$ cat src/rtl/sum_accumulator_if.sv
// ---------------------------------------------------------------------------
// sum_accumulator_if
//
// Purpose:
//   Bundles the two valid/ready streams of the sum accumulator into a single
//   interface. The upstream side carries signed samples plus the frame
//   length. The downstream side carries the frame total and its saturation
//   flag.
//
// Signals:
//   in_data    IN_W    signed sample from the adder stage
//   in_valid   1       in_data valid
//   in_ready   1       accumulator can accept in_data this cycle
//   frame_len  CNT_W   samples per frame, taken on the first accept of a frame
//   out_data   OUT_W   signed frame total
//   out_valid  1       out_data valid
//   out_ready  1       downstream accepts out_data this cycle
//   out_sat    1       frame total was clamped somewhere in the frame
//
// Modports:
//   master  drives the samples and out_ready (producer / environment side)
//   slave   the accumulator itself
// ---------------------------------------------------------------------------
interface sum_accumulator_if #(
    parameter int IN_W  = 2,
    parameter int OUT_W = 5,
    parameter int CNT_W = 4
);
    logic [IN_W-1:0]  in_data;
    logic             in_valid;
    logic             in_ready;
    logic [CNT_W-1:0] frame_len;
    logic [OUT_W-1:0] out_data;
    logic             out_valid;
    logic             out_ready;
    logic             out_sat;

    modport master (
        output in_data,
        output in_valid,
        input  in_ready,
        output frame_len,
        input  out_data,
        input  out_valid,
        output out_ready,
        input  out_sat
    );

    modport slave (
        input  in_data,
        input  in_valid,
        output in_ready,
        input  frame_len,
        output out_data,
        output out_valid,
        input  out_ready,
        output out_sat
    );
endinterface

$ cat src/rtl/sum_accumulator.sv
// ---------------------------------------------------------------------------
// sum_accumulator
//
// Purpose:
//   This block sits downstream of the 2-bit signed adder stage. It collects a
//   frame of signed samples over a valid/ready handshake. It adds them into
//   an OUT_W-bit running total. It then presents one frame total over a
//   second valid/ready handshake.
//
//   Frame flow:
//     IDLE  -> first accepted sample latches the frame length and seeds the
//              total. A frame of length 1 goes straight to HOLD.
//     ACCUM -> each accepted sample is added. The sample that completes the
//              frame moves to HOLD.
//     HOLD  -> the total is presented. Input is stalled until the
//              downstream side takes the total, then the block returns to
//              IDLE with everything cleared.
//   A frame_len of 0 is treated as 1. Later changes to frame_len within a
//   frame have no effect.
//
// Ports:
//   clk    in   rising-edge clock
//   rst_n  in   asynchronous active-low reset. It drops any frame in flight.
//   bus    sum_accumulator_if.slave. It carries the sample stream
//          (in_data/in_valid/in_ready/frame_len) and the total stream
//          (out_data/out_valid/out_ready/out_sat).
//
// Configuration:
//   SUM_ACCUMULATOR_SAT_EN
//     Defined: every add clamps to [-2^(OUT_W-1), 2^(OUT_W-1)-1], and any
//     clamp raises a sticky out_sat for the frame.
//     Undefined (default): every add wraps in two's complement to OUT_W bits,
//     and out_sat stays 0.
// ---------------------------------------------------------------------------
module sum_accumulator #(
    parameter int IN_W  = 2,
    parameter int OUT_W = 5,
    parameter int CNT_W = 4
) (
    input  logic             clk,
    input  logic             rst_n,
    sum_accumulator_if.slave bus
);

    typedef enum logic [1:0] {
        IDLE  = 2'd0,
        ACCUM = 2'd1,
        HOLD  = 2'd2
    } state_t;

    // In the saturating build the adder is one bit wider than the result, so
    // overflow is visible before the clamp. The wrapping build only needs
    // OUT_W bits, because two's-complement wrap discards the carry anyway.
`ifdef SUM_ACCUMULATOR_SAT_EN
    localparam int SUM_W = OUT_W + 1;
`else
    localparam int SUM_W = OUT_W;
`endif

    state_t                  r_state;
    state_t                  w_nextState;

    logic signed [OUT_W-1:0] r_acc;
    logic [CNT_W-1:0]        r_cnt;
    logic [CNT_W-1:0]        r_lenQ;
    logic                    r_sat;

    logic                    w_accept;
    logic                    w_deliver;
    logic [CNT_W-1:0]        w_lenEff;
    logic [CNT_W-1:0]        w_cntNext;
    logic                    w_lastSample;

    logic signed [OUT_W-1:0] w_base;
    logic signed [SUM_W-1:0] w_sampleExt;
    logic signed [SUM_W-1:0] w_baseExt;
    logic signed [SUM_W-1:0] w_sum;
    logic signed [OUT_W-1:0] w_accNext;
    logic                    w_clamp;

    // Handshake events on both streams. HOLD is the only state that stalls
    // input. It is also the only state that offers output. So an accept and a
    // delivery can never happen in the same cycle.
    assign w_accept  = bus.in_valid & bus.in_ready;
    assign w_deliver = bus.out_valid & bus.out_ready;

    // A zero length is promoted to a single-sample frame, so every frame
    // produces exactly one total.
    assign w_lenEff  = (bus.frame_len == '0) ? CNT_W'(1) : bus.frame_len;
    assign w_cntNext = r_cnt + CNT_W'(1);

    // Decides whether the sample being accepted now closes the frame.
    // In IDLE the length has not been latched yet, so the live promoted
    // frame_len is used instead of r_lenQ.
    assign w_lastSample = (r_state == IDLE) ? (w_lenEff == CNT_W'(1))
                                            : (w_cntNext == r_lenQ);

    // The first sample of a frame starts from zero rather than from whatever
    // r_acc holds. r_acc is already cleared on delivery and on reset, but this
    // keeps the seed explicit.
    assign w_base      = (r_state == IDLE) ? '0 : r_acc;
    assign w_sampleExt = SUM_W'($signed(bus.in_data));
    assign w_baseExt   = SUM_W'(w_base);
    assign w_sum       = w_sampleExt + w_baseExt;

`ifdef SUM_ACCUMULATOR_SAT_EN
    localparam logic signed [OUT_W-1:0] MAX_V = {1'b0, {(OUT_W-1){1'b1}}};
    localparam logic signed [OUT_W-1:0] MIN_V = {1'b1, {(OUT_W-1){1'b0}}};

    // Range reduction with clamping. The sum left the OUT_W range exactly
    // when its two top bits disagree. The extra top bit then tells which
    // rail to clamp to.
    always_comb begin
        w_accNext = w_sum[OUT_W-1:0];
        w_clamp   = 1'b0;
        if (w_sum[SUM_W-1] != w_sum[SUM_W-2]) begin
            w_clamp   = 1'b1;
            w_accNext = w_sum[SUM_W-1] ? MIN_V : MAX_V;
        end
    end
`else
    // Range reduction by two's-complement wrap. The OUT_W-bit sum already
    // is the wrapped value, and nothing is ever flagged.
    assign w_accNext = w_sum;
    assign w_clamp   = 1'b0;
`endif

    // State register. Reset discards any partial frame or pending total.
    always_ff @(posedge clk or negedge rst_n) begin
        if (!rst_n) begin
            r_state <= IDLE;
        end else begin
            r_state <= w_nextState;
        end
    end

    // Next-state logic. A frame ends on the accept that completes its sample
    // count, and it is released only by a downstream delivery.
    always_comb begin
        w_nextState = r_state;
        unique case (r_state)
            IDLE: begin
                if (w_accept) begin
                    w_nextState = w_lastSample ? HOLD : ACCUM;
                end
            end
            ACCUM: begin
                if (w_accept && w_lastSample) begin
                    w_nextState = HOLD;
                end
            end
            HOLD: begin
                if (w_deliver) begin
                    w_nextState = IDLE;
                end
            end
            default: begin
                w_nextState = IDLE;
            end
        endcase
    end

    // Accumulator datapath:
    //   - Gaps in in_valid leave acc and cnt untouched. There is no timeout.
    //   - The frame length is latched only on the first accept, which makes
    //     the frame immune to frame_len changes mid-frame.
    //   - The sticky saturation flag collects every clamp in the frame and is
    //     cleared together with the total when the total is delivered.
    always_ff @(posedge clk or negedge rst_n) begin
        if (!rst_n) begin
            r_acc  <= '0;
            r_cnt  <= '0;
            r_lenQ <= '0;
            r_sat  <= 1'b0;
        end else if (w_accept) begin
            r_acc <= w_accNext;
            r_sat <= r_sat | w_clamp;
            if (r_state == IDLE) begin
                r_cnt  <= CNT_W'(1);
                r_lenQ <= w_lenEff;
            end else begin
                r_cnt <= w_cntNext;
            end
        end else if (w_deliver) begin
            r_acc <= '0;
            r_cnt <= '0;
            r_sat <= 1'b0;
        end
    end

    // Output decode. in_ready is gated by rst_n, so it reads 0 for as long
    // as reset is held. It rises in the first cycle after release.
    // The total and the flag are only presented in HOLD. They stay put while
    // the downstream side stalls, because r_acc and r_sat cannot change in
    // HOLD.
    assign bus.in_ready  = rst_n & (r_state != HOLD);
    assign bus.out_valid = (r_state == HOLD);
    assign bus.out_data  = (r_state == HOLD) ? r_acc : '0;
    assign bus.out_sat   = (r_state == HOLD) & r_sat;

endmodule

$ cat src/flat_wrapper.sv
// flat-port wrapper written by rule: the top's interface ports become plain ports
module sum_accumulator_flat 
#(
    parameter int IN_W  = 2,
    parameter int OUT_W = 5,
    parameter int CNT_W = 4
)
  (clk, rst_n, bus_in_data, bus_in_valid, bus_in_ready, bus_frame_len, bus_out_data, bus_out_valid, bus_out_ready, bus_out_sat);
  sum_accumulator_if #(.IN_W(IN_W), .OUT_W(OUT_W), .CNT_W(CNT_W)) bus_i ();
  input  logic clk;
  input  logic rst_n;
  input wire logic [$bits(bus_i.in_data)-1:0] bus_in_data;
  input wire logic [$bits(bus_i.in_valid)-1:0] bus_in_valid;
  output wire logic [$bits(bus_i.in_ready)-1:0] bus_in_ready;
  input wire logic [$bits(bus_i.frame_len)-1:0] bus_frame_len;
  output wire logic [$bits(bus_i.out_data)-1:0] bus_out_data;
  output wire logic [$bits(bus_i.out_valid)-1:0] bus_out_valid;
  input wire logic [$bits(bus_i.out_ready)-1:0] bus_out_ready;
  output wire logic [$bits(bus_i.out_sat)-1:0] bus_out_sat;
  assign bus_i.in_data = bus_in_data;
  assign bus_i.in_valid = bus_in_valid;
  assign bus_in_ready = bus_i.in_ready;
  assign bus_i.frame_len = bus_frame_len;
  assign bus_out_data = bus_i.out_data;
  assign bus_out_valid = bus_i.out_valid;
  assign bus_i.out_ready = bus_out_ready;
  assign bus_out_sat = bus_i.out_sat;
  sum_accumulator #(.IN_W(IN_W), .OUT_W(OUT_W), .CNT_W(CNT_W)) u_core (.clk(clk), .rst_n(rst_n), .bus(bus_i));
endmodule
$ cat config.mk
export PLATFORM = sky130hd
export DESIGN_NAME = sum_accumulator_flat
export DESIGN_NICKNAME = d
export VERILOG_FILES = /design/src/rtl/sum_accumulator_if.sv /design/src/rtl/sum_accumulator.sv /design/src/flat_wrapper.sv
export SDC_FILE = /design/constraint.sdc
export NUM_CORES = 1
export LEC_CHECK = 0
export CAP_MARGIN = 20
export CORE_ASPECT_RATIO = 0.8
export CORE_UTILIZATION = 45
export DETAILED_ROUTE_END_ITERATION = 10
export PLACE_DENSITY_LB_ADDON = 0.2
export SLEW_MARGIN = 10
export SYNTH_ARGS = -nofsm -noshare
export SYNTH_HDL_FRONTEND = slang
export SYNTH_SLANG_ARGS = --single-unit
$ cat constraint.sdc
create_clock -name clk -period 2.94 [get_ports clk]
set_clock_uncertainty 0.1 [all_clocks]
set_input_delay 0.588 -clock clk [delete_from_list [all_inputs] [get_ports clk]]
set_output_delay 0.588 -clock clk [all_outputs]
set_load 0.005 [all_outputs]
# Word-level counts from Yosys, hierarchy flattened
# Cells that the tools add are included.
# op_classes
n_addsub,2
n_eq_ne,8
n_mux,14
bitwise,3
reduce_logical,6
# ops
op,count
5-bit two-way mux,4
4-bit two-way mux,4
2-bit two-way mux,4
2-bit case mux with 3 select lines,1
2-bit by 5-bit adder with 5-bit output,1
"4-bit by 1-bit adder with 4-bit output, second input constant",1
"4-bit by 1-bit equality test with 1-bit output, second input constant",1
4-bit equality test,1
4-bit logical NOT,1
"2-bit by 1-bit inequality test with 1-bit output, second input constant",2
"2-bit inequality test, second input constant",2
1-bit AND,3
3-bit AND reduction,1
"2-bit by 1-bit equality test with 1-bit output, second input constant",1
"2-bit equality test, second input constant",1
2-bit logical NOT,1
2-bit AND reduction,1
2-bit nonzero test,1
1-bit logical AND,1
1-bit two-way mux,1
# word_totals
register_bits,15
in_bits,10
output_inout_bits,8
word_cells,37

# Depth between registers and ports, before layout
# Gate-level depths: netlist of run 1.
# depth
ltp_word,7
depth_mapped,9

# Worst setup path after synthesis of run 1
# OpenSTA, ideal clock, no wires.
# synth_path
path_kind,register -> register
from,register u_core.r_state[0]
to,register u_core.r_acc[4]
arrival_time_ns,2.137
required_ns,2.753
slack_ns,0.616
stages_incl_launch_ff,10
path_buffers,1
period_less_slack_ns,2.324
path_cell_list,dfrtp_1 > buf_4 > nor2_1 > nor2b_1 > ha_1 > fa_1 > a21o_1 > a21oi_1 > mux2_2 > o211ai_1
# synth_between
elab_chain_len,4
word_cells_on_any_way,10
classes_between,add/sub (1); eq/ne (2); mux (2); bitwise (3); reduce/logical (2)
# synth_rtl
item,line_no,text
start: declaration,sum_accumulator.sv:60,state_t r_state;
start signal: assignment,sum_accumulator.sv:133,r_state <= w_nextState;
2-bit logical NOT / 2-bit inequality test (equally long branches),"sum_accumulator.sv:101, sum_accumulator.sv:196",
5-bit two-way mux / 1-bit AND (equally long branches),"sum_accumulator.sv:101, sum_accumulator.sv:196",
2-bit by 5-bit adder with 5-bit output / 1-bit AND (equally long branches),"sum_accumulator.sv:104, sum_accumulator.sv:84",
5-bit two-way mux / 2-bit nonzero test (equally long branches),-,
end signal: assignment,sum_accumulator.sv:176,r_acc <= w_accNext;
end: declaration,sum_accumulator.sv:63,logic signed [OUT_W-1:0] r_acc;
# Several ways; a longest one is shown, not always the timed one.
# A chain may end at the register's enable or synchronous reset.

# Worst setup path after layout of run 1
# layout_path
from,register u_core.r_state[1]
to,register u_core.r_acc[4]
# Same word-level chain as after synthesis.

==> results.toml, run 1 <==
[run_status]
status = "finished clean"

[floorplanning]
core_sq_um = 1960
num_io_pins = 18
start_util_pct = 50.0
die_area_sq_um = 2370
die_x_um = 54.2
die_h_um = 43.8
row_count = 14

[yosys]
synth_compound_area_share_pct = 16.5
synth_top_flop_cell = "dfrtp_1"
synth_nets = 110
synth_top_area_share_pct = 38.3
synth_largest_area_cell = "dfrtp_1"
ys_ff_latch = 15
synthAdderAreaFrac_pct = 8.42
syn_inst = 94
yosys_warnings = 0
ys_async_sr_fraction_pct = 100
ys_types = 33
syn_avg_cell_area_sq_um = 10.4
yosysMostFrequentCell = "dfrtp_1"
yosys-top-cells-area = "dfrtp_1 38%, ha_1 6.4%, mux2_2 4.6%, a22o_1 4.5%, xor2_1 3.6%"
yosysSeqAreaShare_pct = 38.3
synth_mux_area_share_pct = 6.12
synth_top_family_by_area = "simple AND/OR/NAND/NOR gates"
synth_simple_gate_area_share_pct = 17.1
synth_xor_area_share_pct = 8.67
netlist_area_sq_um = 981
synth_top_cells_by_count = "15 x dfrtp_1, 7 x nand2_1, 6 x a21oi_1"
synth-edff-count = 0

[detailed_routing]
met2_length_um = 826
met1_length_um = 937
via_per_inst = 5.45
num_vias = 741
drtPass1Iterations = 4
wl_um = 1910
drc = 0
wl_per_cell_um = 14.1
wl_met3_um = 123
drtIter0Drc = 10
top_layer = "met4"
antenna_left = 0

[global_route]
antenna_found_initial = 0
grt_pass1_wl_um = 3350
track_usage_pct = 21.1
grt_pass1_vias = 690
grt_max_degree = 19
grt_overflow = 0

[setup_path]
ff2ff_path_depth = 8
cp_max_fo = 8
reg2reg_slack_ns = 0.41
crit_buf_inv = 0
critical_path.endpoint_type = "flip-flop"
rr_endpoint = "u_core.r_acc[4]$_DFFE_PN0P_"
cp_slowest_cell = "dfrtp_1"
worst_ep_required_time_ns = 3.06
crit_family = "adder cells"
crit_chain = "nor2_1, nor2b_1, ha_1, fa_1, a21o_1, a21oi_1, mux2_2, o211ai_1"
worst_ep_arrival_time_ns = 2.65
crit_type = "flip-flop to flip-flop"
cpPeakStageDelay_ns = 0.48
start_kind = "flip-flop"
reg2reg_from = "u_core.r_state[1]$_DFFE_PN0P_"

[placement]
place_area_sq_um = 1150
hpwlAfterDp_um = 1450
dpl.cell_count = 132
portBuffers = 16
gp_routability_congestion = 0.816

[clock_tree]
htreeDepth = 1
cts_resized = 0
cts_root_buffer = "clkbuf_4"
hold_buffers = 0
cts_made_buffers = 3
clk_path_buf_depth = 2
post_cts_buffers = 0
path_clk_slew_ns = 0.09
cts_tree = "built"
cts_sinks = 15
clk_latency_ns = 0.29

[timing]
finalHoldWorstSlack_ns = 0.419
final_hold_viol_count = 0
fin_crit_sh_pct = 86.2
rsz0062_at_grt = "false"
min_period_ns = 2.53
fmaxAchievable_mhz = 395
setup_tns_ns = 0
finalSetupViolCount = 0
maxSlewViolCount = 0

[hold_path]
holdPathStages = 1
hold_path.class = "flip-flop to flip-flop"
min_to = "u_core.r_acc[1]$_DFFE_PN0P_"
hp-start = "u_core.r_acc[1]$_DFFE_PN0P_"

[finish]
final_area_sq_um = 1180
instances_no_fill = 136
drive_gt1_share_pct = 11.6
final_util_pct = 59.9
nets = 129
syn2layout_area_growth_pct = 19.9
num_antenna_cells = 0

[power_and_ir_drop]
vdd_drop_max_v = 0.000424
p_leak_nw = 0.526
pwr_density_cell_nw_per_um2 = 793

[flow_run]
timing.max_cap.violations = 0
logic make-up after synthesis:
kind of cell             Yosys count
AO/OA/AOI/OAI                     23
XOR/XNOR                           8
adder cells (fa/ha/maj)            6
buffers and inverters              6
flip-flops                        15
multiplexers                       5
other                              1
AND/OR/NAND/NOR                   30
cell usage in the layout (no fill, tap or decap), types with 2 or more instances in the layout:
master and n:
nand3_1 3, clkdlybuf4s50_1 16, a21oi_1 6, nand2_1 7, a22o_1 5, xor2_1 4
o21ai_0 3, clkbuf_4 3, nor2b_1 5, buf_4 2, o22a_1 2, and2_1 5
dfrtp_1 15, nor2_1 4, inv_1 2, a21o_1 2, xnor2_1 3, mux2_2 4
ha_1 5
flip-flops by register name, indices dropped and copies added, names as in the netlist:
signal          flops
u_core.r_cnt        4
u_core.r_state      2
u_core.r_acc        5
u_core.r_lenQ       4
worst max path at each step:
stage,from,endpoint,slack (ns),cells past startpoint
2_1_floorplan,u_core.r_state[0]$_DFFE_PN0P_,u_core.r_acc[4]$_DFFE_PN0P_,0.62,9
3_3_place_gp,bus_in_data[1],u_core.r_acc[4]$_DFFE_PN0P_,0.27,6
3_5_place_dp,bus_in_data[1],u_core.r_acc[4]$_DFFE_PN0P_,0.22,6
4_1_cts,u_core.r_state[1]$_DFFE_PN0P_,u_core.r_acc[4]$_DFFE_PN0P_,0.38,8
5_1_grt,u_core.r_state[1]$_DFFE_PN0P_,u_core.r_acc[4]$_DFFE_PN0P_,0.24,8
6_report,u_core.r_state[1]$_DFFE_PN0P_,u_core.r_acc[4]$_DFFE_PN0P_,0.41,8
routing by layer:
| layer | global-route usage, % | vias up |
|---|---|---|
| met3 | 7.37 | 4 |
| li1 | - | 373 |
| met4 | 7.69 | 0 |
| met2 | 27.3 | 17 |
| met5 | 0 | - |
| met1 | 31.8 | 347 |
layout make-up:
cell class | instances | area [sq um]
inverters | 2 | 7.51
clock inverters | 1 | 5.00
clock buffers | 3 | 22.5
fillers | 178 | 786
well taps | 24 | 30.0
repair buffers | 18 | 175
flip-flops and latches | 15 | 375
multi-input cells | 73 | 561
power by group:
part | total (mW) | switching [mW] | internal (mW) | leakage (nW)
clock | 0.122 | 0.0714 | 0.0508 | 0.0177
sequential | 0.371 | 0.0753 | 0.296 | 0.185
combinational | 0.439 | 0.199 | 0.240 | 0.324
total | 0.932 | 0.346 | 0.586 | 0.526
metrics by stage:
step           power [mW]  worst slack (ns)
2_1_floorplan       0.716             0.616
3_3_place_gp        0.801             0.274
3_5_place_dp        0.814             0.216
4_1_cts             0.945             0.384
5_1_grt              1.02             0.240
6_report            0.932             0.406
No activity file was read; power rests on OpenSTA's default activity.
==> run 2: changes to the inputs <==
clock period = 2.64 ns   (was 2.94 ns; I/O delays follow)
==> run 2 against run 1 <==
  * Sequential cell count unchanged
  * Total power increased by 14%
  * Combinational power increased by 18%
  * Utilization increased by 1.5 points
  * Sequential power increased by 12%
  * Sequential share of layout area decreased by 0.76 points
  * Worst hold slack improved by 0.00054 ns
  * Via count increased by 2.0%
  * Non-clock buffer count increased by 4
  * Critical path depth decreased by 4
  * Critical path type is now flip-flop to output port
==> results.toml, run 2 (synthesis results as in run 1) <==
[setup_path]
crit_type = "flip-flop to output port"
reg2reg_from = "u_core.r_state[1]$_DFFE_PN0P_"
crit_family = "buffers and inverters"
worst_ep_arrival_time_ns = 1.73
critical_path.endpoint_type = "output port"
cp_max_fo = 9
reg2reg_slack_ns = 0.37
rr_endpoint = "u_core.r_acc[4]$_DFFE_PN0P_"
cpPeakStageDelay_ns = 0.50
worst_ep_required_time_ns = 2.01
cp_slowest_cell = "clkdlybuf4s50_1"
ff2ff_path_depth = 8
cp.depth = 4
crit_buf_inv = 2
crit_chain = "buf_4, nor2b_4, and2_1, clkdlybuf4s50_1"
start_kind = "flip-flop"

[floorplanning]
die_x_um = 54.2
row_count = 14
die_area_sq_um = 2370
start_util_pct = 50.0
core_sq_um = 1960
num_io_pins = 18
die_h_um = 43.8

[global_route]
grt_max_degree = 19
track_usage_pct = 20.6
grt_pass1_vias = 739
antenna_found_initial = 0
grt_overflow = 0
grt_pass1_wl_um = 3360

[clock_tree]
cts_tree = "built"
post_cts_buffers = 0
cts_made_buffers = 3
cts_resized = 0
hold_buffers = 0
htreeDepth = 1
clk_path_buf_depth = 2
cts_root_buffer = "clkbuf_4"
clk_latency_ns = 0.29
path_clk_slew_ns = 0.09
cts_sinks = 15

[finish]
top_register = "u_core.r_acc"
num_antenna_cells = 0
syn2layout_area_growth_pct = 22.8
final_cell_mix = "16 x clkdlybuf4s50_1, 15 x dfrtp_1, 7 x nand2_1"
final_common_cell = "clkdlybuf4s50_1"
largest_reg_flops = 5
final_util_pct = 61.4
top_regs = "u_core.r_acc: 5 flops, u_core.r_cnt: 4 flops, u_core.r_lenQ: 4 flops"
drive_gt1_share_pct = 13.8
nets = 133

[placement]
gp_routability_congestion = 0.796
portBuffers = 16

[power_and_ir_drop]
pwr_density_cell_nw_per_um2 = 883
vdd_drop_max_v = 0.000500
p_leak_nw = 0.543

[detailed_routing]
drtPass1Iterations = 4
via_per_inst = 5.40
wl_um = 1950
antenna_left = 0
num_vias = 756
drc = 0
wl_per_cell_um = 13.9
drtIter0Drc = 19

[hold_path]
min_to = "u_core.r_acc[0]$_DFFE_PN0P_"
hold_path.class = "flip-flop to flip-flop"
hp-start = "u_core.r_acc[0]$_DFFE_PN0P_"
holdPathStages = 1

[timing]
fmaxAchievable_mhz = 424
rsz0062_at_grt = "false"
maxSlewViolCount = 0
tightest_slew_ns = 0.510
final_hold_viol_count = 0
setup_tns_ns = 0
slew_headroom_pct = 65.9
fin_crit_sh_pct = 89.3
finalSetupViolCount = 0
min_period_ns = 2.36

[run_status]
status = "finished clean"

[flow_run]
timing.max_cap.violations = 0
run 2: cell count changes in the layout (fill, tap and decap cells not counted), sizes merged:
| cell | delta |
|---|---|
| buf | +4 |
| clkbuf | +1 |
| clkinv | -1 |
run 2: per-stage QoR:
stage | power [mW] | instance area, sq um | std cells | hold slack [ns] | setup WS [ns]
5_1_grt | 1.16 | 1200 | 140 | 0.446 | 0.218
6_report | 1.06 | 1200 | 140 | 0.420 | 0.284
4_1_cts | 1.07 | 1200 | 140 | 0.420 | 0.267
3_3_place_gp | 0.916 | 1180 | 136 | 0.391 | 0.0897
3_5_place_dp | 0.934 | 1180 | 136 | 0.398 | 0.0378
2_1_floorplan | 0.797 | 981 | 94 | 0.132 | 0.316
run 2: power breakdown:
group	total, mW	internal, mW	leakage (nW)	switching [mW]
sequential	0.416	0.330	0.185	0.0865
combinational	0.517	0.288	0.343	0.229
clock	0.131	0.0588	0.0150	0.0718
run 2: layout make-up:
class / instances / area, sq um
fill: 179 / 757
multi-input combinational: 73 / 561
sequential: 15 / 375
timing repair buffer: 22 / 205
tap: 24 / 30.0
clock buffer: 4 / 26.3
inverter: 2 / 7.51
run 2: worst max path at each step:
stage                                        startpoint                           to
after floorplan           u_core.r_state[0]$_DFFE_PN0P_  u_core.r_acc[4]$_DFFE_PN0P_
after global placement                   bus_in_data[0]  u_core.r_acc[4]$_DFFE_PN0P_
after detailed placement                 bus_in_data[0]  u_core.r_acc[4]$_DFFE_PN0P_
after CTS                 u_core.r_state[0]$_DFFE_PN0P_              bus_out_data[4]
after global routing      u_core.r_state[0]$_DFFE_PN0P_              bus_out_data[1]
final                     u_core.r_state[0]$_DFFE_PN0P_              bus_out_data[4]
run 2: metal layers:
metal / wire length [um] / vias up / part of all wire, % / GRT usage, %
met2: 873 / 16 / 45 / 31.2
li1: - / 376 / - / -
met5: 0 / - / 0 / 0
met1: 961 / 362 / 49 / 27.5
met4: 8 / 0 / 0.41 / 6.15
met3: 101 / 2 / 5.2 / 7.37
==> run 3: changes to the inputs <==
PLACE_DENSITY = 0.66   (was not set)
PLACE_DENSITY_LB_ADDON = not set   (was 0.2)
==> run 3 against run 2 <==
  * Fmax decreased by 0.43%
  * Die area unchanged
  * Utilization increased by 0.45 points
  * Clock power about the same
  * Final cell count increased by 0.71%
  * Register-to-register slack about the same
  * Cell area increased by 0.73%
  * Combinational power increased by 1%
  * Largest power group unchanged
==> results.toml, run 3 (synthesis results as in run 1) <==
[placement]
portBuffers = 16
gp_routability_congestion = 0.775
dpl.cell_count = 137
place_ws_ns = 0.0558
place_area_sq_um = 1190
hpwlAfterDp_um = 1570

[finish]
fillers = 184
nets = 134
final_area_sq_um = 1210
drive_gt1_share_pct = 15.4
syn2layout_area_growth_pct = 23.7
top_register = "u_core.r_acc"
final_util_pct = 61.9
num_antenna_cells = 0
largest_reg_flops = 5
instances_no_fill = 141
final_common_cell = "clkdlybuf4s50_1"
top_regs = "u_core.r_acc: 5 flops, u_core.r_cnt: 4 flops, u_core.r_lenQ: 4 flops"
final_cell_mix = "16 x clkdlybuf4s50_1, 15 x dfrtp_1, 7 x nand2_1, 7 x buf_4, 6 x a21oi_1"

[power_and_ir_drop]
switching_share_pct = 37.0
total_power_mw = 1.07
p_int_mw = 0.676
pwr_density_cell_nw_per_um2 = 884
pwr-share-clk_pct = 12.2
p_comb_share_pct = 48.7
seq_power_share_pct = 39.1
power.switching_mw = 0.397
vdd_drop_max_v = 0.000537
p_leak_nw = 0.551

[detailed_routing]
num_vias = 744
wl_per_cell_um = 14.0
drc = 0
via_per_inst = 5.28
wl_um = 1970
drtPass1Iterations = 4
antenna_left = 0
drtIter0Drc = 13

[hold_path]
holdPathStages = 1
hold_path.class = "flip-flop to flip-flop"

[global_route]
groute.layer.met3.usage_pct = 7.37
grt_pass1_vias = 742
antenna_found_initial = 0
grt_overflow = 0
busiest_layer = "met1"
track_usage_pct = 20.5
grtUsageMet2_pct = 28.0
met1_usage_pct = 31.4
grt_max_degree = 12
grt_pass1_wl_um = 3410

[floorplanning]
num_io_pins = 18
die_x_um = 54.2
start_util_pct = 50.0
die_area_sq_um = 2370
die_h_um = 43.8
core_sq_um = 1960
row_count = 14

[timing]
setup_tns_ns = 0
min_period_ns = 2.37
maxSlewViolCount = 0
rsz0062_at_grt = "false"
setup_ws_ns = 0.274
finalHoldWorstSlack_ns = 0.430
fmaxAchievable_mhz = 423
final_hold_viol_count = 0
finalSetupViolCount = 0
fin_crit_sh_pct = 89.6

[setup_path]
crit_chain = "buf_4, nor2b_4, and2_1, clkdlybuf4s50_1"
crit_family = "buffers and inverters"
ff2ff_path_depth = 8
worst_ep_arrival_time_ns = 1.74
crit_buf_inv = 2
cp_max_fo = 9
critical_path.endpoint_type = "output port"
reg2reg_slack_ns = 0.37
cp.depth = 4
cpPeakStageDelay_ns = 0.49
crit_type = "flip-flop to output port"
start_kind = "flip-flop"
worst_ep_required_time_ns = 2.01
cp_slowest_cell = "clkdlybuf4s50_1"

[run_status]
status = "finished clean"

[clock_tree]
cts_resized = 0
hold_buffers = 0
clk_latency_ns = 0.29
post_cts_buffers = 0
clk_path_buf_depth = 2
cts_sinks = 15
cts_made_buffers = 3
htreeDepth = 1
cts_root_buffer = "clkbuf_4"
cts_tree = "built"
path_clk_slew_ns = 0.10

[flow_run]
timing.max_cap.violations = 0
## run 3: cell count changes in the layout (fill, tap and decap cells not counted)
cell	previous run	this run
clkinv_2	0	1
clkbuf_1	1	0
buf_4	6	7
## run 3: worst register-to-register path: cells and delay by family (launching register included)
| family | cells | cell delay (ns) |
|---|---|---|
| AO/OA/AOI/OAI | 3 | 0.47 |
| flip-flops | 1 | 0.39 |
| adder cells (fa/ha/maj) | 2 | 0.62 |
| multiplexers | 1 | 0.35 |
| AND/OR/NAND/NOR | 2 | 0.25 |
## run 3: worst paths after layout
path | start | end
worst max-delay path | u_core.r_state[0]$_DFFE_PN0P_ | bus_out_data[3]
worst min-delay path | u_core.r_acc[0]$_DFFE_PN0P_ | u_core.r_acc[0]$_DFFE_PN0P_
worst max register to register | u_core.r_state[1]$_DFFE_PN0P_ | u_core.r_acc[4]$_DFFE_PN0P_
worst min register to register | u_core.r_acc[0]$_DFFE_PN0P_ | u_core.r_acc[0]$_DFFE_PN0P_
max in group asynchronous | rst_n | u_core.r_acc[3]$_DFFE_PN0P_
min in group asynchronous | rst_n | u_core.r_state[0]$_DFFE_PN0P_
## run 3: layout make-up
class | instances | area, sq um | area share, %
Tap cell | 24 | 30.0 | 2.47
Sequential cell | 15 | 375 | 30.9
Timing Repair Buffer | 23 | 213 | 17.5
Multi-Input combinational cell | 73 | 561 | 46.2
Clock buffer | 3 | 22.5 | 1.86
Clock inverter | 1 | 5.00 | 0.412
Inverter | 2 | 7.51 | 0.619
## run 3: layer usage
metal | share of wire (%) | wire length, um
met5 | 0 | 0
met3 | 5.8 | 115
met1 | 53 | 1040
met4 | 0.71 | 14
met2 | 41 | 803
## run 3: power groups by stage
| stage | registers [mW] | clock network (mW) | logic (mW) |
|---|---|---|---|
| 6_report | 0.419 | 0.131 | 0.522 |
| 3_3_place_gp | 0.418 | 0 | 0.508 |
| 3_5_place_dp | 0.423 | 0 | 0.520 |
| 5_1_grt | 0.432 | 0.147 | 0.589 |
| 2_1_floorplan | 0.392 | 0 | 0.405 |
| 4_1_cts | 0.418 | 0.132 | 0.526 |
